`config.mk`:
```
export PLATFORM = sky130hd
export DESIGN_NAME = syscall_print_arbiter
export DESIGN_NICKNAME = d
export VERILOG_FILES = /design/src/rtl/syscall_print_arbiter.sv
export SDC_FILE = /design/constraint.sdc
export NUM_CORES = 1
export LEC_CHECK = 0
export CAP_MARGIN = 20
export CORE_UTILIZATION = 45
export DETAILED_ROUTE_END_ITERATION = 10
export PLACE_DENSITY = 0.84
export SYNTH_ARGS = -nofsm -noshare
export SYNTH_HDL_FRONTEND = slang
export SYNTH_SLANG_ARGS = --single-unit
```
`constraint.sdc`:
```
create_clock -name clk -period 4.4 [get_ports clk]
set_clock_uncertainty 0.15 [all_clocks]
set_input_delay 1.32 -clock clk [delete_from_list [all_inputs] [get_ports clk]]
set_output_delay 1.32 -clock clk [all_outputs]
set_load 0.01 [all_outputs]
```
`src/rtl/syscall_print_arbiter.sv`:
```
// syscall_print_arbiter
// This block shares the single data-memory port between the CPU load/store path and a
// print_string syscall engine. When the CPU raises syscall code PRINT_CODE, the block stalls
// the CPU. It then walks the NUL-terminated string at $a0 one word per fetch and hands out
// one byte per char_valid/char_ready handshake.
// Optional feature: define PRINT_NEWLINE_EN to append 8'h0A after each string, on both the
// NUL exit and the truncation exit.
module syscall_print_arbiter #(
  parameter int unsigned MAX_CHARS  = 256,   // 0 = unlimited
  parameter logic [31:0] PRINT_CODE = 32'd4
) (
  input  logic        clk,
  input  logic        rst_n,
  input  logic        cpu_mem_read,
  input  logic        cpu_mem_write,
  input  logic [31:0] cpu_address,
  input  logic [31:0] cpu_write_data,
  output logic [31:0] cpu_read_data,
  input  logic        syscall_valid,
  input  logic [31:0] syscall_code,
  input  logic [31:0] syscall_arg,
  output logic        cpu_stall,
  output logic        mem_read,
  output logic        mem_write,
  output logic [31:0] mem_address,
  output logic [31:0] mem_write_data,
  input  logic [31:0] mem_read_data,
  output logic        char_valid,
  output logic [7:0]  char_data,
  input  logic        char_ready,
  output logic        busy,
  output logic        done,
  output logic        truncated
);

`ifdef PRINT_NEWLINE_EN
  typedef enum logic [2:0] {IDLE, FETCH, EMIT, NEWLINE, DONE} state_t;
  localparam state_t EXIT_STATE = NEWLINE;
`else
  typedef enum logic [1:0] {IDLE, FETCH, EMIT, DONE} state_t;
  localparam state_t EXIT_STATE = DONE;
`endif

  state_t      state;
  logic [31:0] word_reg;
  logic [31:0] addr_reg;
  logic [31:0] count;

  logic        accept;
  logic [7:0]  cur_byte;
  logic        is_nul;
  logic        at_cap;

  assign accept   = (state == IDLE) && syscall_valid && (syscall_code == PRINT_CODE);
  assign cur_byte = word_reg[{addr_reg[1:0], 3'b000} +: 8];   // little-endian byte select
  assign is_nul   = (cur_byte == 8'h00);
  assign at_cap   = (MAX_CHARS != 0) && (count == 32'(MAX_CHARS));

  assign cpu_read_data = mem_read_data;
  assign busy          = (state != IDLE);
  assign done          = (state == DONE);

  // Memory-port mux, stall and character outputs. These are combinational so that the stall
  // asserts in the accept cycle and char_valid drops as soon as reset asserts.
  // NOTE: every output gets a default first so that no path through the case infers a latch.
  always_comb begin
    mem_read       = 1'b0;
    mem_write      = 1'b0;
    mem_address    = {addr_reg[31:2], 2'b00};
    mem_write_data = cpu_write_data;
    char_valid     = 1'b0;
    char_data      = cur_byte;
    cpu_stall      = 1'b0;
    case (state)
      IDLE: begin
        mem_address = cpu_address;
        if (accept) begin
          cpu_stall = 1'b1;           // CPU access in the accept cycle is dropped
        end else begin
          mem_read  = cpu_mem_read;
          mem_write = cpu_mem_write;
        end
      end
      FETCH: begin
        mem_read  = 1'b1;
        cpu_stall = 1'b1;
      end
      EMIT: begin
        cpu_stall  = 1'b1;
        char_valid = !is_nul && !at_cap;
      end
`ifdef PRINT_NEWLINE_EN
      NEWLINE: begin
        cpu_stall  = 1'b1;
        char_valid = 1'b1;
        char_data  = 8'h0A;
      end
`endif
      default: ;                      // DONE: CPU released, port idle
    endcase
  end

  // Syscall engine: accept, fetch a word, emit its bytes, then return to IDLE through DONE.
  // NOTE: sequential state uses non-blocking assignments so that every register samples
  // pre-edge values.
  always_ff @(posedge clk or negedge rst_n) begin
    if (!rst_n) begin
      state     <= IDLE;
      word_reg  <= '0;
      addr_reg  <= '0;
      count     <= '0;
      truncated <= 1'b0;
    end else begin
      case (state)
        IDLE: begin
          if (accept) begin
            addr_reg  <= syscall_arg;
            count     <= '0;
            truncated <= 1'b0;
            state     <= FETCH;
          end
        end
        FETCH: begin
          word_reg <= mem_read_data;
          state    <= EMIT;
        end
        EMIT: begin
          if (is_nul) begin
            state <= EXIT_STATE;
          end else if (at_cap) begin
            truncated <= 1'b1;
            state     <= EXIT_STATE;
          end else if (char_ready) begin
            addr_reg <= addr_reg + 32'd1;   // wraps past 32'hFFFFFFFF silently
            count    <= count + 32'd1;
            if (addr_reg[1:0] == 2'd3) state <= FETCH;
          end
        end
`ifdef PRINT_NEWLINE_EN
        NEWLINE: begin
          if (char_ready) state <= DONE;
        end
`endif
        default: state <= IDLE;             // DONE lasts one cycle
      endcase
    end
  end

endmodule

```
==> results of run 1 <==
[synth_stat cells, types with 8 or more instances]
library cell  instances
nand3_1              34
o22ai_1              14
a211oi_1              9
a21oi_1              17
mux2_2               62
clkbuf_1             29
nand2_1              74
nor3_1               25
o21ai_0              34
a2bb2oi_1            15
dfrtp_1              99
and3_1               15
mux2i_1               8
or4_1                 8
a31oi_1              15
or3_1                13
inv_1                12
nor2_1               29
nand4_1              20
nor4_1               19
buf_4                65
ha_1                  8
[cells in the final DEF (no fill, tap or decap), types with 6 or more instances in the layout]
| master | n |
|---|---|
| a211o_1 | 7 |
| a211oi_1 | 9 |
| a21oi_1 | 17 |
| a2bb2oi_1 | 15 |
| a31oi_1 | 15 |
| and3_1 | 15 |
| buf_4 | 30 |
| clkbuf_16 | 9 |
| clkdlybuf4s50_1 | 183 |
| dfrtp_1 | 97 |
| dlymetal6s2s_1 | 23 |
| ha_1 | 6 |
| inv_1 | 12 |
| mux2_2 | 62 |
| mux2i_1 | 8 |
| nand2_1 | 74 |
| nand3_1 | 34 |
| nand4_1 | 20 |
| nor2_1 | 28 |
| nor3_1 | 24 |
| nor4_1 | 15 |
| o211ai_1 | 7 |
| o21ai_0 | 34 |
| o22ai_1 | 14 |
| o31ai_1 | 6 |
| or3_1 | 13 |
| or4_1 | 8 |
[power groups by stage]
stage / Sequential [mW] / Combinational (mW) / Clock (mW)
floorplan: 1.08 / 0.676 / 0
global placement: 1.12 / 0.907 / 0
detailed placement: 1.12 / 0.925 / 0
CTS: 1.11 / 0.926 / 0.923
global route: 1.13 / 0.992 / 0.949
finish: 1.11 / 0.939 / 0.920
[worst max-delay path: cells and delay by family (launching register included)]
family        cells  cell delay (ps)
flops             1              450
buf+inv           1              500
mux               1              650
simple gates      3              880
[worst paths after layout]
check	from	cells past startpoint	to
max	addr_reg[0]	5	char_valid
min	word_reg[1]	1	word_reg[1]
max reg2reg	addr_reg[0]	6	count[28]
min reg2reg	word_reg[1]	1	word_reg[1]
max in group asynchronous	rst_n	2	word_reg[19]
min in group asynchronous	rst_n	1	truncated
[logic make-up after synthesis]
group	after synthesis	share of synthesized area
AND/OR/NAND/NOR	266	0.200
AO/OA/AOI/OAI	168	0.177
buffers and inverters	127	0.113
flip-flops	99	0.356
multiplexers	78	0.140
adder cells (fa/ha/maj)	8	0.0144
[cell type report]
cell class	instances	share of cell area
tap	188	0.0254
clock buffer	9	0.0243
timing repair buffer	242	0.258
inverter	12	0.00486
multi-input combinational	520	0.408
clock inverter	6	0.0124
sequential	99	0.267
[per-stage QoR]
stage	cell area (sq um)	TNS (ps)	worst slack, ps	power [mW]
final	9270	0	82.7	2.97
after global routing	9270	0	12.1	3.07
after CTS	9170	-10.3	-10.3	2.96
after detailed placement	8800	-1160	-428	2.05
after global placement	8800	-990	-364	2.02
after floorplan	6960	0	258	1.76
[timing repair]
action | CTS | global route
setup buffers | 2 | 3
pin swaps | 7 | 15
endpoints found under the setup margin | 4 | 4
gates resized for setup | 21 | 29
[routing by layer]
metal,vias up,track usage,wire length [um]
li1,3036,-,-
met1,3179,0.342,8630
met2,350,0.427,10200
met3,52,0.0392,1520
met4,0,0.118,594
met5,-,0,0
==> impl_metrics.ini, run 1 <==
[synthesis]
synth.net_count = 920
async_flop_share = 1.00
synth_top_area_frac = 0.356
synth_top_cell_by_area = dfrtp_1
ys_ff_latch = 99
ys_warn_count = 0
synthTopCellsByArea = dfrtp_1 (36%), mux2_2 (10%), buf_4 (7.0%), nand2_1 (4.0%), nand3_1 (2.4%)
synth_area_sq_mm = 0.00696
synthFlopType = dfrtp_1
synth-edff-count = 0
yosysSeqAreaShare = 0.356
synth.distinct_cells = 64
avgSynthCellArea_sq_um = 9.33
postSynthCellCount = 746

[placement]
place_congestion = 0.873
placed_cells = 1057
hpwlAfterDp_mm = 14.8
port_buffers = 212

[cells_and_area]
nets = 1058
ff_latch_area_sq_mm = 0.00248
syn_to_final_growth_pct = 33.2
drive_gt1_frac = 0.161
fill_cells = 1244
fin_cells = 1076
utilization = 0.612
multi_input_area_sq_mm = 0.00378
n_antenna_cell = 0

[critical_path]
slowest_stage = mux4_1
crit_arrival_ps = 2850
crit_required_ps = 2930
slowest_delay_ps = 650
path_class = flip-flop to output port
reg2reg_setup_slack_ps = 990
cp-end-kind = output port
path_cells = mux4_1 > or4_1 > nor2_1 > nor3_1 > clkdlybuf4s50_1
path_max_fanout = 6
critPathLaunchType = flip-flop

[clock_network]
cts-htree-levels = 3
cts_sinks = 99
clk_pin_slew_worst_paths_ps = 70
cts_root_buffer = clkbuf_16
clk_latency_ps = 360
cts.hold.buffers_added = 0
cts_tree = yes
cts.path.max_buffers = 2
numCtsBuffers = 9

[sta]
rsz0062_at_grt = false
setup_viol = 0
hold_slack_ps = 354
final.min_clock_period_ps = 4320
maxSlewHeadroom = 0.459
hold_viol_final = 0
tightest_slew_ps = 805
slew_violations = 0
post-route-period-util = 0.981
fmax_mhz = 232

[outcome]
status = complete, no violations

[global_routing]
overflow = 0
antenna_found_initial = 0
grt_pass1_wl_mm = 32.9
grt_pass1_vias = 6314
grtUsageTotal = 0.261
grt_max_degree = 61

[die]
boundaryPins = 277
core_sq_mm = 0.0151
dieArea_sq_mm = 0.0160
rows = 45
fp.dieW_um = 126
die_h_um = 126
initial_utilization = 0.460

[detailed_routing]
drt-total-wl_mm = 20.9
drc = 0
vias = 6617
firstDrtPassIters = 7
via_per_inst = 6.15
wl_per_cell_um = 19.5
drtIter0Drc = 591
antenna_left = 0

[job]
maxCapViolCount = 0

[power]
power_leakage_nw = 3.89
p_comb_frac = 0.316
switching_power_mw = 0.963
pwr-share-seq = 0.375
switching_share = 0.324
p_int_mw = 2.01
p_clk_frac = 0.310
peakVddDrop_mv = 0.528
p_per_area_mw_per_mm2 = 321

[worst_hold_path]
hold_path.class = flip-flop to flip-flop
Note: power is estimated with default switching activity, not from simulation.
==> inputs of run 2 (changes only) <==
==> constraint.sdc (replaced) <==
create_clock -name clk -period 4.3 [get_ports clk]
set_clock_uncertainty 0.15 [all_clocks]
set_input_delay 1.29 -clock clk [delete_from_list [all_inputs] [get_ports clk]]
set_output_delay 1.29 -clock clk [all_outputs]
set_load 0.01 [all_outputs]
==> run 2 against run 1 <==
Compared with the run above: core utilization is 0.56 points lower; design area shrank 0.92%; hold slack gained 2.7 ps; sequential power hardly changed; combinational power increased by 4.4%; worst setup slack worse by 37 ps; critical endpoint is now mem_read; largest power group unchanged.
==> impl_metrics.ini, run 2 (synthesis results as in run 1) <==
[outcome]
status = complete, no violations

[placement]
place_area_sq_mm = 0.00881
place_congestion = 0.871
dp_slack_ps = -405
port_buffers = 212
hpwlAfterDp_mm = 14.6

[critical_path]
path_cells = clkdlybuf4s50_1 > nor4_2 > nand4_1 > o31a_4 > buf_4 > a21o_1 > buf_6
reg2reg_setup_slack_ps = 840
critPathLaunchType = primary input
r2r_start = addr_reg[0]
path_class = primary input to output port
cpLargestDelayFamily = buffers and inverters
cp-end-kind = output port
crit_path_end = mem_read
crit_arrival_ps = 2810
crit_required_ps = 2860
path_max_fanout = 2
rr_endpoint = count[14]
worst-path-stages = 7
ff2ff_path_depth = 7
cp_num_buf_inv = 3
cp-startpoint = syscall_code[7]
slowest_stage = clkdlybuf4s50_1
slowest_delay_ps = 440

[clock_network]
cts_tree = yes
cts-htree-levels = 3
cts_sinks = 99
numCtsBuffers = 9
clk_latency_ps = 360
cts.path.max_buffers = 2
clk_pin_slew_worst_paths_ps = 80
cts.hold.buffers_added = 0
cts_root_buffer = clkbuf_16

[sta]
hold_slack_ps = 357
maxSlewHeadroom = 0.446
hold_viol_final = 0
final.min_clock_period_ps = 4250
fmax_mhz = 235
fin_ws_ps = 45.4
setup-tns-final_ps = 0
slew_violations = 0
tightest_slew_ps = 824
setup_viol = 0
post-route-period-util = 0.989

[detailed_routing]
antenna_left = 0
drt-total-wl_mm = 20.7
wl_per_cell_um = 19.3
vias = 6638
drc = 0
via_per_inst = 6.18
drtIter0Drc = 485
firstDrtPassIters = 6

[die]
core_sq_mm = 0.0151
die_h_um = 126
initial_utilization = 0.460
boundaryPins = 277
rows = 45
dieArea_sq_mm = 0.0160
fp.dieW_um = 126

[global_routing]
antenna_found_initial = 0
grt_pass1_vias = 6461
overflow = 0
grt_pass1_wl_mm = 33.4
grt_max_degree = 58
grtUsageTotal = 0.262

[power]
power_leakage_nw = 3.78
p_per_area_mw_per_mm2 = 317
peakVddDrop_mv = 0.311
finalPower_mw = 2.91

[worst_hold_path]
hold_path.class = flip-flop to flip-flop
worstHoldPathCells = 1

[cells_and_area]
layout_common_cells = clkdlybuf4s50_1 (181), dfrtp_1 (98), nand2_1 (74)
final_common_cell = clkdlybuf4s50_1
n_antenna_cell = 0
drive_gt1_frac = 0.160
design_area_sq_mm = 0.00919
syn_to_final_growth_pct = 31.9
nets = 1055

[job]
maxCapViolCount = 0
run 2: cell types whose count changed in the layout (fill, tap and decap cells not counted), moves of 2 or more:
cell | before | now
dlygate4sd2_1 | 2 | 17
dlymetal6s2s_1 | 23 | 10
buf_4 | 30 | 25
bufinv_16 | 3 | 0
inv_6 | 0 | 3
buf_12 | 0 | 2
buf_6 | 1 | 3
clkdlybuf4s50_1 | 183 | 181
run 2: what timing repair did:
action,4_1_cts,5_1_grt
endpoints found under the setup margin,4,4
pin swaps,13,11
setup buffers,4,0
gates resized for setup,39,17
gates cloned,0,0
run 2: per-layer routing:
metal / track usage / part of all wire
met4: 0.111 / 0.027
met1: 0.342 / 0.41
met3: 0.0396 / 0.066
met2: 0.435 / 0.50
met5: 0 / 0
run 2: power by group:
| group | switching, mW | leakage, nW | internal [mW] |
|---|---|---|---|
| Combinational | 0.526 | 2.36 | 0.454 |
| Clock | 0.391 | 0.140 | 0.406 |
| Sequential | 0.0906 | 1.28 | 1.05 |
| Total | 1.01 | 3.78 | 1.91 |
run 2: worst min path at each step:
stage	from	endpoint	slack, ps
final	word_reg[30]	word_reg[30]	360
after global routing	word_reg[30]	word_reg[30]	370
after CTS	word_reg[2]	word_reg[2]	360
after detailed placement	word_reg[8]	word_reg[8]	340
after global placement	word_reg[1]	word_reg[1]	330
after floorplan	word_reg[10]	word_reg[10]	320
run 2: cell type report:
| class | instances | area [sq um] |
|---|---|---|
| repair buffers | 239 | 2350 |
| inverters | 12 | 45.0 |
| well taps | 188 | 235 |
| flip-flops and latches | 99 | 2480 |
| multi-input cells | 520 | 3790 |
| fillers | 1233 | 5960 |
| clock buffers | 10 | 229 |
| clock inverters | 6 | 55.1 |
run 2: metrics by stage:
stage               std cells  utilization
floorplan                 746            -
global placement         1056        0.582
detailed placement       1056        0.582
CTS                      1075        0.602
global route             1074        0.607
finish                   1074        0.607
==> inputs of run 3 (changes only) <==
--- a/config.mk
+++ b/config.mk
@@ -6,9 +6,11 @@
 export NUM_CORES = 1
 export LEC_CHECK = 0
 export CAP_MARGIN = 20
+export CORE_MARGIN = 2
 export CORE_UTILIZATION = 45
 export DETAILED_ROUTE_END_ITERATION = 10
 export PLACE_DENSITY = 0.84
+export SETUP_SLACK_MARGIN = 0.1
 export SYNTH_ARGS = -nofsm -noshare
 export SYNTH_HDL_FRONTEND = slang
 export SYNTH_SLANG_ARGS = --single-unit
==> run 3 against run 2 <==
Compared with the run above: maximum frequency grew 0.95%; critical endpoint unchanged; largest power group unchanged; total power grew 0.66%; critical path type unchanged; design area grew 0.53%.
==> impl_metrics.ini, run 3 (synthesis results as in run 1) <==
[clock_network]
cts_tree = yes
cts.hold.buffers_added = 0
cts.path.max_buffers = 2
cts_root_buffer = clkbuf_16
cts-htree-levels = 3
cts_sinks = 99
clk_latency_ps = 360
numCtsBuffers = 9
clk_pin_slew_worst_paths_ps = 80

[critical_path]
slowest_delay_ps = 360
crit_arrival_ps = 2770
crit_required_ps = 2860
cp-end-kind = output port
critPathLaunchType = primary input
cp_num_buf_inv = 3
cp_common_cell = buf_6
path_max_fanout = 4
slowest_stage = o31a_1
cpLargestDelayFamily = compound AO/OA/AOI/OAI gates
path_class = primary input to output port
path_cells = dlygate4sd2_1 > nor4_1 > nand2_1 > o31a_1 > buf_6 > a21o_1 > buf_6

[sta]
maxSlewHeadroom = 0.416
post-route-period-util = 0.980
rsz0062_at_grt = false
slew_violations = 0
final.min_clock_period_ps = 4210
setup_viol = 0
fmax_mhz = 237
fin_ws_ps = 85.3
tightest_slew_ps = 876
hold_slack_ps = 353
setup-tns-final_ps = 0
hold_viol_final = 0

[die]
initial_utilization = 0.460
core_sq_mm = 0.0151
rows = 45
boundaryPins = 277
dieArea_sq_mm = 0.0165
die_h_um = 128
fp.dieW_um = 128

[detailed_routing]
wl_per_cell_um = 19.8
drt-total-wl_mm = 21.4
drtIter0Drc = 599
via_per_inst = 6.07
firstDrtPassIters = 5
vias = 6563
drc = 0
antenna_left = 0

[cells_and_area]
multi_input_area_sq_mm = 0.00379
syn_to_final_growth_pct = 32.6
final_common_cell = clkdlybuf4s50_1
fill_cells = 1218
nets = 1063
drive_gt1_frac = 0.171
utilization = 0.610
design_area_sq_mm = 0.00924
ff_latch_area_sq_mm = 0.00248
layout_common_cells = clkdlybuf4s50_1 (176), dfrtp_1 (99), nand2_1 (74)
fin_cells = 1082
n_antenna_cell = 0

[global_routing]
grt_pass1_wl_mm = 33.4
grt_util_met2 = 0.421
antenna_found_initial = 0
grt_max_degree = 93
grt-busiest-layer = met2
grt_pass1_vias = 6324
overflow = 0
grt_use_met1 = 0.338
grtUsageTotal = 0.256
grtUsageMet3 = 0.0445

[power]
power_leakage_nw = 3.71
finalPower_mw = 2.93
p_per_area_mw_per_mm2 = 318
peakVddDrop_mv = 0.505

[placement]
hpwlAfterDp_mm = 14.9
placed_cells = 1056
place_congestion = 0.881
dp_slack_ps = -470
port_buffers = 212
place_area_sq_mm = 0.00882

[outcome]
status = complete, no violations

[job]
maxCapViolCount = 0

[worst_hold_path]
hold_path.class = flip-flop to flip-flop
run 3: changes by cell type in the layout (fill, tap and decap cells not counted), moves of 3 or more:
| cell | before | now |
|---|---|---|
| clkdlybuf4s15_1 | 0 | 9 |
| dlymetal6s2s_1 | 10 | 3 |
| buf_4 | 25 | 31 |
| clkdlybuf4s50_1 | 181 | 176 |
| clkbuf_2 | 0 | 3 |
run 3: worst paths after layout:
path,cells past startpoint,to,start,slack (ps)
worst max-delay path,7,mem_read,syscall_code[13],90
worst min-delay path,1,word_reg[0],word_reg[0],350
worst max register to register,7,count[14],addr_reg[0],790
worst min register to register,1,word_reg[0],word_reg[0],350
max in group asynchronous,2,count[19],rst_n,2440
min in group asynchronous,1,word_reg[6],rst_n,850
run 3: area by class of cell:
type / count / share of cell area
flip-flops and latches: 99 / 0.268
inverters: 12 / 0.00488
clock inverters: 6 / 0.00596
clock buffers: 10 / 0.0248
multi-input cells: 520 / 0.411
well taps: 188 / 0.0255
repair buffers: 247 / 0.260
run 3: report_power, final:
group | internal (mW) | switching [mW] | total (mW) | leakage [nW]
sequential | 1.05 | 0.0780 | 1.12 | 1.29
combinational | 0.458 | 0.543 | 1.00 | 2.28
clock | 0.407 | 0.400 | 0.808 | 0.140
run 3: what timing repair did:
action / CTS / global route
endpoints found under the setup margin: 4 / 3
setup buffers: 7 / 3
pin swaps: 14 / 12
resized for setup: 51 / 22
run 3: layer usage:
metal | wire, um | vias to the layer above
li1 | - | 3052
met1 | 8750 | 3179
met2 | 10600 | 298
met3 | 1490 | 34
met4 | 511 | 0
met5 | 0 | -
